<file path="config.mk">
export PLATFORM = sky130hd
export DESIGN_NAME = alu_exec_unit
export DESIGN_NICKNAME = d
export VERILOG_FILES = /design/src/rtl/alu_exec_unit.sv
export SDC_FILE = /design/constraint.sdc
export NUM_CORES = 1
export LEC_CHECK = 0
export ABC_AREA = 1
export CAP_MARGIN = 0
export CORE_ASPECT_RATIO = 1.5
export CORE_MARGIN = 5
export CORE_UTILIZATION = 54
export CTS_BUF_LIST = sky130_fd_sc_hd__clkbuf_8
export CTS_CLUSTER_DIAMETER = 40
export DETAILED_ROUTE_END_ITERATION = 6
export PLACE_DENSITY_LB_ADDON = 0.15
export REMOVE_ABC_BUFFERS = 1
export SLEW_MARGIN = 20
export SYNTH_ARGS = -nofsm -noshare
export SYNTH_HDL_FRONTEND = slang
export SYNTH_SLANG_ARGS = --single-unit
</file>
<file path="constraint.sdc">
create_clock -name clk -period 6.4 [get_ports clk]
set_input_delay 0.64 -clock clk [delete_from_list [all_inputs] [get_ports clk]]
set_output_delay 0.64 -clock clk [all_outputs]
set_load 0.1 [all_outputs]
</file>
<file path="src/rtl/alu_exec_unit.sv">
// -----------------------------------------------------------------------------
// alu_exec_unit
//
// Execute-stage ALU. It takes the 3-bit alucontrol code from the ALU decoder
// and two register operands. It produces a registered result and zero flag
// for the memory/writeback path.
//
// Single-cycle ops (add, sub, and, or, slt, reserved) produce their result on
// the edge that accepts them. Multiply is an iterative shift-add. While it
// runs, in_ready is held low so the upstream pipeline stalls.
//
// Build option:
//   ALU_MUL_RADIX4_EN - when defined, the multiplier retires two multiplier
//                       bits per cycle, so it needs WIDTH/2 iterations. When
//                       undefined, it retires one bit per cycle and needs
//                       WIDTH iterations.
//
// Parameters:
//   WIDTH       operand/result width in bits (even, >= 4)
//
// Ports:
//   clk         clock, all state updates on the rising edge
//   rst         synchronous active-high reset
//   in_valid    upstream presents an operation
//   in_ready    unit accepts an operation this cycle
//   alucontrol  000 add, 001 sub, 010 and, 011 or, 100 mul (low WIDTH bits),
//               101 slt (signed), 110/111 reserved (result 0)
//   src_a       operand A
//   src_b       operand B
//   out_valid   result/zero valid
//   out_ready   downstream consumes the result
//   result      registered result
//   zero        registered (result == 0)
//   busy        high while a multiply is iterating
// -----------------------------------------------------------------------------
module alu_exec_unit #(
    parameter int WIDTH = 32
) (
    input  logic             clk,
    input  logic             rst,
    input  logic             in_valid,
    output logic             in_ready,
    input  logic [2:0]       alucontrol,
    input  logic [WIDTH-1:0] src_a,
    input  logic [WIDTH-1:0] src_b,
    output logic             out_valid,
    input  logic             out_ready,
    output logic [WIDTH-1:0] result,
    output logic             zero,
    output logic             busy
);

    // -------------------------------------------------------------------------
    // Operation codes
    // -------------------------------------------------------------------------
    localparam logic [2:0] OP_ADD = 3'b000;
    localparam logic [2:0] OP_SUB = 3'b001;
    localparam logic [2:0] OP_AND = 3'b010;
    localparam logic [2:0] OP_OR  = 3'b011;
    localparam logic [2:0] OP_MUL = 3'b100;
    localparam logic [2:0] OP_SLT = 3'b101;

    // -------------------------------------------------------------------------
    // Multiplier iteration count
    // -------------------------------------------------------------------------
`ifdef ALU_MUL_RADIX4_EN
    localparam int MUL_STEPS = WIDTH / 2;
`else
    localparam int MUL_STEPS = WIDTH;
`endif

    // The counter must be able to hold WIDTH itself, hence WIDTH+1.
    localparam int               CNT_W    = $clog2(WIDTH + 1);
    localparam logic [CNT_W-1:0] CNT_LOAD = CNT_W'(MUL_STEPS);
    localparam logic [CNT_W-1:0] CNT_ONE  = CNT_W'(1);

    typedef enum logic {
        S_IDLE = 1'b0,
        S_MUL  = 1'b1
    } state_t;

    // -------------------------------------------------------------------------
    // Single-cycle operation result
    // -------------------------------------------------------------------------
    function automatic logic [WIDTH-1:0] alu_single(
        input logic [2:0]       code,
        input logic [WIDTH-1:0] a,
        input logic [WIDTH-1:0] b
    );
        logic [WIDTH-1:0] y;
        y = '0;
        case (code)
            OP_ADD:  y = a + b;
            OP_SUB:  y = a - b;
            OP_AND:  y = a & b;
            OP_OR:   y = a | b;
            OP_SLT:  y = {{(WIDTH-1){1'b0}}, ($signed(a) < $signed(b))};
            // Reserved codes return zero. Multiply never reaches this function.
            default: y = '0;
        endcase
        return y;
    endfunction

    // -------------------------------------------------------------------------
    // Partial product added to the accumulator in one multiply iteration.
    // The low multiplier bits select a multiple of the shifted multiplicand.
    // -------------------------------------------------------------------------
    function automatic logic [WIDTH-1:0] mul_addend(
        input logic [WIDTH-1:0] mcand,
        input logic [WIDTH-1:0] mplier
    );
        logic [WIDTH-1:0] p;
        p = '0;
`ifdef ALU_MUL_RADIX4_EN
        case (mplier[1:0])
            2'b00:   p = '0;
            2'b01:   p = mcand;
            2'b10:   p = mcand << 1;
            default: p = mcand + (mcand << 1);
        endcase
`else
        p = mplier[0] ? mcand : '0;
`endif
        return p;
    endfunction

    // -------------------------------------------------------------------------
    // State and next-state signals
    // -------------------------------------------------------------------------
    state_t           r_state;
    logic [CNT_W-1:0] r_count;
    logic [WIDTH-1:0] r_mcand;
    logic [WIDTH-1:0] r_mplier;
    logic [WIDTH-1:0] r_acc;
    logic [WIDTH-1:0] r_result;
    logic             r_zero;
    logic             r_out_valid;
    logic             r_busy;

    state_t           w_state_n;
    logic [CNT_W-1:0] w_count_n;
    logic [WIDTH-1:0] w_mcand_n;
    logic [WIDTH-1:0] w_mplier_n;
    logic [WIDTH-1:0] w_acc_n;
    logic [WIDTH-1:0] w_result_n;
    logic             w_zero_n;
    logic             w_out_valid_n;
    logic             w_busy_n;

    logic             w_in_ready;
    logic             w_accept;
    logic [WIDTH-1:0] w_single;
    logic [WIDTH-1:0] w_step_acc;

    // A new op may enter only when idle and the output slot is free or being
    // drained on this same edge.
    assign w_in_ready = (r_state == S_IDLE) && (!r_out_valid || out_ready);
    assign w_accept   = in_valid && w_in_ready;
    assign w_single   = alu_single(alucontrol, src_a, src_b);
    assign w_step_acc = r_acc + mul_addend(r_mcand, r_mplier);

    // -------------------------------------------------------------------------
    // Next-state and datapath logic
    // -------------------------------------------------------------------------
    always_comb begin
        w_state_n     = r_state;
        w_count_n     = r_count;
        w_mcand_n     = r_mcand;
        w_mplier_n    = r_mplier;
        w_acc_n       = r_acc;
        w_result_n    = r_result;
        w_zero_n      = r_zero;
        w_out_valid_n = r_out_valid;
        w_busy_n      = r_busy;

        case (r_state)
            S_IDLE: begin
                if (w_accept) begin
                    if (alucontrol == OP_MUL) begin
                        w_mcand_n     = src_a;
                        w_mplier_n    = src_b;
                        w_acc_n       = '0;
                        w_count_n     = CNT_LOAD;
                        w_busy_n      = 1'b1;
                        // Accept implies any pending result was consumed on
                        // this edge, so the output slot empties.
                        w_out_valid_n = 1'b0;
                        w_state_n     = S_MUL;
                    end else begin
                        w_result_n    = w_single;
                        w_zero_n      = (w_single == '0);
                        w_out_valid_n = 1'b1;
                    end
                end else if (r_out_valid && out_ready) begin
                    w_out_valid_n = 1'b0;
                end
            end

            S_MUL: begin
`ifdef ALU_MUL_RADIX4_EN
                w_mcand_n  = r_mcand << 2;
                w_mplier_n = r_mplier >> 2;
`else
                w_mcand_n  = r_mcand << 1;
                w_mplier_n = r_mplier >> 1;
`endif
                w_acc_n    = w_step_acc;
                w_count_n  = r_count - CNT_ONE;

                // Last iteration: the freshly summed accumulator is the
                // product, so it goes straight to the output register.
                if (r_count == CNT_ONE) begin
                    w_result_n    = w_step_acc;
                    w_zero_n      = (w_step_acc == '0);
                    w_out_valid_n = 1'b1;
                    w_busy_n      = 1'b0;
                    w_state_n     = S_IDLE;
                end
            end

            default: begin
                w_state_n = S_IDLE;
                w_busy_n  = 1'b0;
            end
        endcase
    end

    // -------------------------------------------------------------------------
    // State register
    // -------------------------------------------------------------------------
    always_ff @(posedge clk) begin
        if (rst) begin
            r_state     <= S_IDLE;
            r_count     <= '0;
            r_mcand     <= '0;
            r_mplier    <= '0;
            r_acc       <= '0;
            r_result    <= '0;
            r_zero      <= 1'b0;
            r_out_valid <= 1'b0;
            r_busy      <= 1'b0;
        end else begin
            r_state     <= w_state_n;
            r_count     <= w_count_n;
            r_mcand     <= w_mcand_n;
            r_mplier    <= w_mplier_n;
            r_acc       <= w_acc_n;
            r_result    <= w_result_n;
            r_zero      <= w_zero_n;
            r_out_valid <= w_out_valid_n;
            r_busy      <= w_busy_n;
        end
    end

    // -------------------------------------------------------------------------
    // Outputs
    // -------------------------------------------------------------------------
    assign in_ready  = w_in_ready;
    assign out_valid = r_out_valid;
    assign result    = r_result;
    assign zero      = r_zero;
    assign busy      = r_busy;

endmodule
</file>
After elaboration in Yosys (flattened, before gate mapping)
Index checks and enable logic that the tools add are counted.
{"block": "op_classes", "n_reduce_logical": 12, "n_eq_ne": 11, "muxes": 35, "n_div": 0, "order_cmp": 1, "n_bitwise": 3, "mul": 0, "shift": 0, "addsub": 4}
{"cell": "$mux W32", "count": 10}
{"cell": "$pmux W32 S2", "count": 4}
{"cell": "$pmux W32 S5", "count": 1}
{"cell": "$add A32 B32 Y32", "count": 2}
{"cell": "$logic_not A32 Y1", "count": 2}
{"cell": "$and A32 B32 Y32", "count": 1}
{"cell": "$lt A32 B32 Y1", "count": 1}
{"cell": "$or A32 B32 Y32", "count": 1}
{"cell": "$sub A32 B32 Y32", "count": 1}
{"cell": "$mux W1", "count": 13}
{"cell": "$mux W6", "count": 2}
{"cell": "$pmux W6 S2", "count": 1}
{"cell": "$pmux W1 S2", "count": 4}
{"cell": "$eq A3 B2 Y1 const B", "count": 2}
{"cell": "$eq A3 B3 Y1 const B", "count": 2}
{"cell": "$eq A6 B1 Y1 const B", "count": 1}
{"cell": "$reduce_and A3 Y1", "count": 2}
{"cell": "$sub A6 B1 Y6 const B", "count": 1}
{"cell": "$ne A2 B1 Y1 const B", "count": 2}
{"cell": "$ne A2 B2 Y1 const B", "count": 2}
{"cell": "$reduce_and A2 Y1", "count": 2}
{"cell": "$eq A3 B1 Y1 const B", "count": 1}
{"cell": "$logic_and A1 B1 Y1", "count": 3}
{"cell": "$logic_not A3 Y1", "count": 1}
{"cell": "4 further kinds", "count": 4}
{"block": "totals", "mem_bits_ro": 0, "input_bits": 71, "ramBits": 0, "latch_bits": 0, "reg_bits": 138, "word_cells": 75, "n_memories": 0}

Depth between registers and ports, before layout
{"block": "logic_depth", "ltp_word": 6, "depth_mapped": 23, "depth_no_buf": 22}

Worst setup path before layout
No wires, ideal clock.
{"block": "synth_path", "path_kind": "reg2reg", "start": "register r_out_valid (netlist: out_valid)", "end": "register r_count[0]", "path_slack_ps": 3770, "arrival_ps": 2560, "setup_time_ps": 70, "stages_incl_launch_ff": 10, "path_cell_list": "dfxtp_1 inv_1 o21ai_0 inv_1 nand2_1 nor2_1 nor2_1 buf_2 o21ai_0 a21oi_1"}
{"block": "synth_between", "elab_chain_len": 6}
{"element": "start: declaration", "line": "137", "rtl": "logic r_out_valid;"}
{"element": "start signal: assignment", "line": "250", "rtl": "r_out_valid <= w_out_valid_n;"}
{"element": "$logic_not A1 Y1", "line": "157", "rtl": "assign w_in_ready = (r_state == S_IDLE) && (!r_out_valid || out_ready);"}
{"element": "$logic_or A1 B1 Y1", "line": "157"}
{"element": "$logic_and A1 B1 Y1", "line": "157"}
{"element": "named net in_ready", "line": "42", "rtl": "output logic in_ready,"}
{"element": "$logic_and A1 B1 Y1", "line": "158", "rtl": "assign w_accept = in_valid && w_in_ready;"}
{"element": "$ne A2 B2 Y1 (no source line)"}
{"element": "$reduce_and A2 Y1 (no source line)"}
{"element": "end signal: assignment", "line": "244", "rtl": "r_count <= w_count_n;"}
{"element": "end: declaration", "line": "131", "rtl": "logic [CNT_W-1:0] r_count;"}
The timed path passes the listed nets, and every way through them passes these cells.
A chain may end at the register's enable or synchronous reset.

Worst setup path after layout
{"block": "layout_path", "start": "input port src_b[6]", "end": "register r_zero (netlist: zero)"}
{"block": "layout_between", "elab_chain_len": 6, "word_cells_on_any_way": 10, "cone_classes": "2 x add/sub; 1 x order compare; 4 x mux; 2 x bitwise; 1 x reduce/logical"}
{"element": "start: declaration", "line": "45", "rtl": "input logic [WIDTH-1:0] src_b,"}
{"element": "$sub A32 B32 Y32, or another cell as far along", "line": "94", "rtl": "OP_SUB: y = a - b;"}
{"element": "$pmux W32 S5 *", "line": "92", "rtl": "case (code)"}
{"element": "$logic_not A32 Y1 *", "line": "191", "rtl": "w_zero_n = (w_single == '0);"}
{"element": "$mux W1 *", "line": "179", "rtl": "if (alucontrol == OP_MUL) begin"}
{"element": "$mux W1 *", "line": "178", "rtl": "if (w_accept) begin"}
{"element": "$pmux W1 S2 *", "line": "176", "rtl": "case (r_state)"}
{"element": "end signal: assignment", "line": "249", "rtl": "r_zero <= w_zero_n;"}
{"element": "end: declaration", "line": "136", "rtl": "logic r_zero;"}
Mark *: on every way between the ends. The rest lies on a longest branch, timed or not. The select of a mux whose other input is x is not followed.

==> out/metrics.cfg <==
[status]
status = finished, final reports clean

[critical_path]
crit_type = in -> reg
startpoint = src_b[6]
path_max_fanout = 8
reg2reg_depth = 15
critPathRequiredTime_ps = 6840
cp.arrival_ps = 3990
end_kind = register
cp-start-kind = input port
r2r-start = r_mplier[0]
ff2ff_setup_slack_ps = 3060
reg2reg_to = zero

[floorplanning]
start_util = 0.549
io_pins = 107
dieArea_mm2 = 0.0297
die_w_um = 142
chipHeight_um = 209
fp-row-count = 72
coreArea_mm2 = 0.0259

[min_path]
holdPathStages = 2
hp-start = r_mplier[31]
holdCritPathClass = reg -> reg
holdPathEnd = r_mplier[31]

[synth]
ys.flop_type = dfxtp_1
synth.avg_cell_area_um2 = 5.72
ys_ff_latch = 138
synthCells = 2482
synth_top_area_share = 0.223
yosysWarnings = 0
synth_seq_area_share = 0.195
synthArstFlopShare = 0
yosys-top-cells-area = nand2_1 (22%), dfxtp_1 (19%), ha_1 (13%)
synth_edf_count = 0
synth_area_mm2 = 0.0142
synth_area_leader_cell = nand2_1
ys_types = 40

[drt]
routed_wl_um = 53000
ant_nets = 0
first_pass_iters = 6
drc = 0
vias = 16400
vias_per_cell = 5.71
wl_per_cell_um = 18.4
first_iter_violations = 1482

[sta]
final.setup_skew_ps = 14.8
rsz0062_at_grt = false
finalSetupViolCount = 0
max-slew-margin-rel = 0.329
setup_ws_ps = 2850
hold_viol_final = 0
fin_crit_ps = 3550
fmaxAchievable_ghz = 0.282
slew_viol_final = 0
period_share = 0.554
worst_pin_slew_ps = 1000

[power]
p_sw_frac = 0.437
ir_drop_v = 0.000137
combPwrFrac = 0.367
p_int_mw = 1.45
power_density_mw_per_mm2 = 164
p_clk_frac = 0.276
p_leak_nw = 7.82
p_sw_mw = 1.13
power_frac_seq = 0.356

[clock_network]
clkSinkCount = 138
cts_tree = built
post_cts_buffers = 0
postCtsHoldBufs = 0
clock_path_buffers = 2
clk_pin_slew_ps = 90
clkLatencyLatePin_ps = 490
cts_buffers = 17
ctsResizeCount = 0
htreeDepth = 4
root_buffer = clkbuf_8

[run]
drv_cap = 0

[layout]
post-route-cell-area_mm2 = 0.0157
fin_nets = 2750
antennaDiodeCount = 0
fin_cells = 2878
area_delta_synth_final_pct = 10.9
drive_above_1_share = 0.0326

[global_routing]
first_global_vias = 15900
grt_pass1_wl_um = 82700
overflow = 0
grt_max_degree = 67
grt_usage = 0.351
antenna_found_initial = 0

[placed_design]
hpwl_um = 42800
post-place-ws_ps = 2480
placedCellCount = 2845
port_buffers = 106
gp_congestion = 1.07
place_area_mm2 = 0.0153

[placed cells by master, fill, tap and decap left out, types with 22 or more instances in the layout]
cell type	n
nand4_1	29
nor2_1	203
clkdlybuf4s50_1	105
o21ai_0	93
ha_1	144
a31oi_1	85
a21oi_1	142
dfxtp_1	137
inv_1	378
nor3_1	24
nand2_1	841
nand3_1	194
o22ai_1	22
[final cells by class]
type / instances / area [µm²]
Clock buffer: 19 / 262
Clock inverter: 13 / 108
Fill cell: 2656 / 10100
Inverter: 387 / 1450
Multi-Input combinational cell: 1869 / 9560
Sequential cell: 138 / 2770
Tap cell: 333 / 417
Timing Repair Buffer: 119 / 1170
[stage by stage]
stage	util	total power, mW	hold slack, ps	setup TNS, ps
after global placement	0.594	1.85	449	0
after CTS	0.608	2.56	468	0
after floorplan	-	1.54	435	-170720
final	0.609	2.58	466	0
after global routing	0.609	2.69	483	0
after detailed placement	0.594	1.86	456	0
[flip-flops by register name (all words and copies together), names as in the netlist]
| name | cells |
|---|---|
| result | 32 |
| zero | 1 |
| r_state | 1 |
| r_acc | 32 |
| busy | 1 |
| r_mplier | 32 |
| out_valid | 1 |
| r_mcand | 32 |
| r_count | 6 |
[power by group through the flow]
stage / clock network, mW / registers (mW) / logic (mW)
2_1_floorplan: 0 / 1.08 / 0.458
3_3_place_gp: 0 / 0.936 / 0.914
3_5_place_dp: 0 / 0.936 / 0.923
4_1_cts: 0.716 / 0.916 / 0.927
5_1_grt: 0.748 / 0.921 / 1.02
6_report: 0.712 / 0.918 / 0.947
[cells by family (layout without fill, tap and decap cells)]
| family | count (synthesis) | count (layout) | synth area share |
|---|---|---|---|
| adders and majority gates | 147 | 147 | 0.131 |
| DFF | 138 | 138 | 0.195 |
| and+or+nand+nor | 1341 | 1341 | 0.389 |
| buffers and inverters | 475 | 538 | 0.133 |
| AOI/OAI and AO/OA | 368 | 368 | 0.144 |
| xor gates and xnor gates | 13 | 13 | 0.00802 |
[how the worst max path moves through the flow]
stage	to	slack (ps)
after detailed placement	zero	2480
after global placement	zero	2490
after CTS	zero	2980
after global routing	zero	2630
final	zero	2850
after floorplan	r_count[0]	-1830
[worst max-delay path, cell delays in order]
cell and delay [ps]:
clkdlybuf4s50_1 540, inv_1 90, ha_1 460, nand2_1 180
nor2_1 120, nand3_1 120, nand2_1 200, nand2_1 110
nand2_1 240, nand2_1 80, nand3_1 80, nand3_1 190
nor2_1 140, nand2_1 60, nor2_1 270, nand2_1 100
nor2_1 110, nand3_1 80, nand3_1 70, nand2_1 50
inv_1 40
[synthesized netlist by cell type (9+ instances only)]
cell type,number
a21oi_1,142
a31oi_1,85
buf_2,25
buf_4,10
clkbuf_1,43
dfxtp_1,138
ha_1,144
inv_1,378
nand2_1,842
nand3_1,194
nand3b_1,14
nand4_1,29
nor2_1,205
nor2_2,10
nor3_1,24
o21ai_0,93
o21bai_1,9
o22ai_1,22
xor2_1,9
[per-layer routing]
| metal | global-route usage | routed length, µm | vias to the layer above | share of wire |
|---|---|---|---|---|
| li1 | - | - | 8011 | - |
| met1 | 0.410 | 20600 | 7557 | 0.39 |
| met2 | 0.622 | 26600 | 701 | 0.50 |
| met3 | 0.0443 | 3060 | 161 | 0.058 |
| met4 | 0.176 | 2760 | 0 | 0.052 |
| met5 | 0 | 0 | - | 0 |
Power figures use the tool's default switching activity.
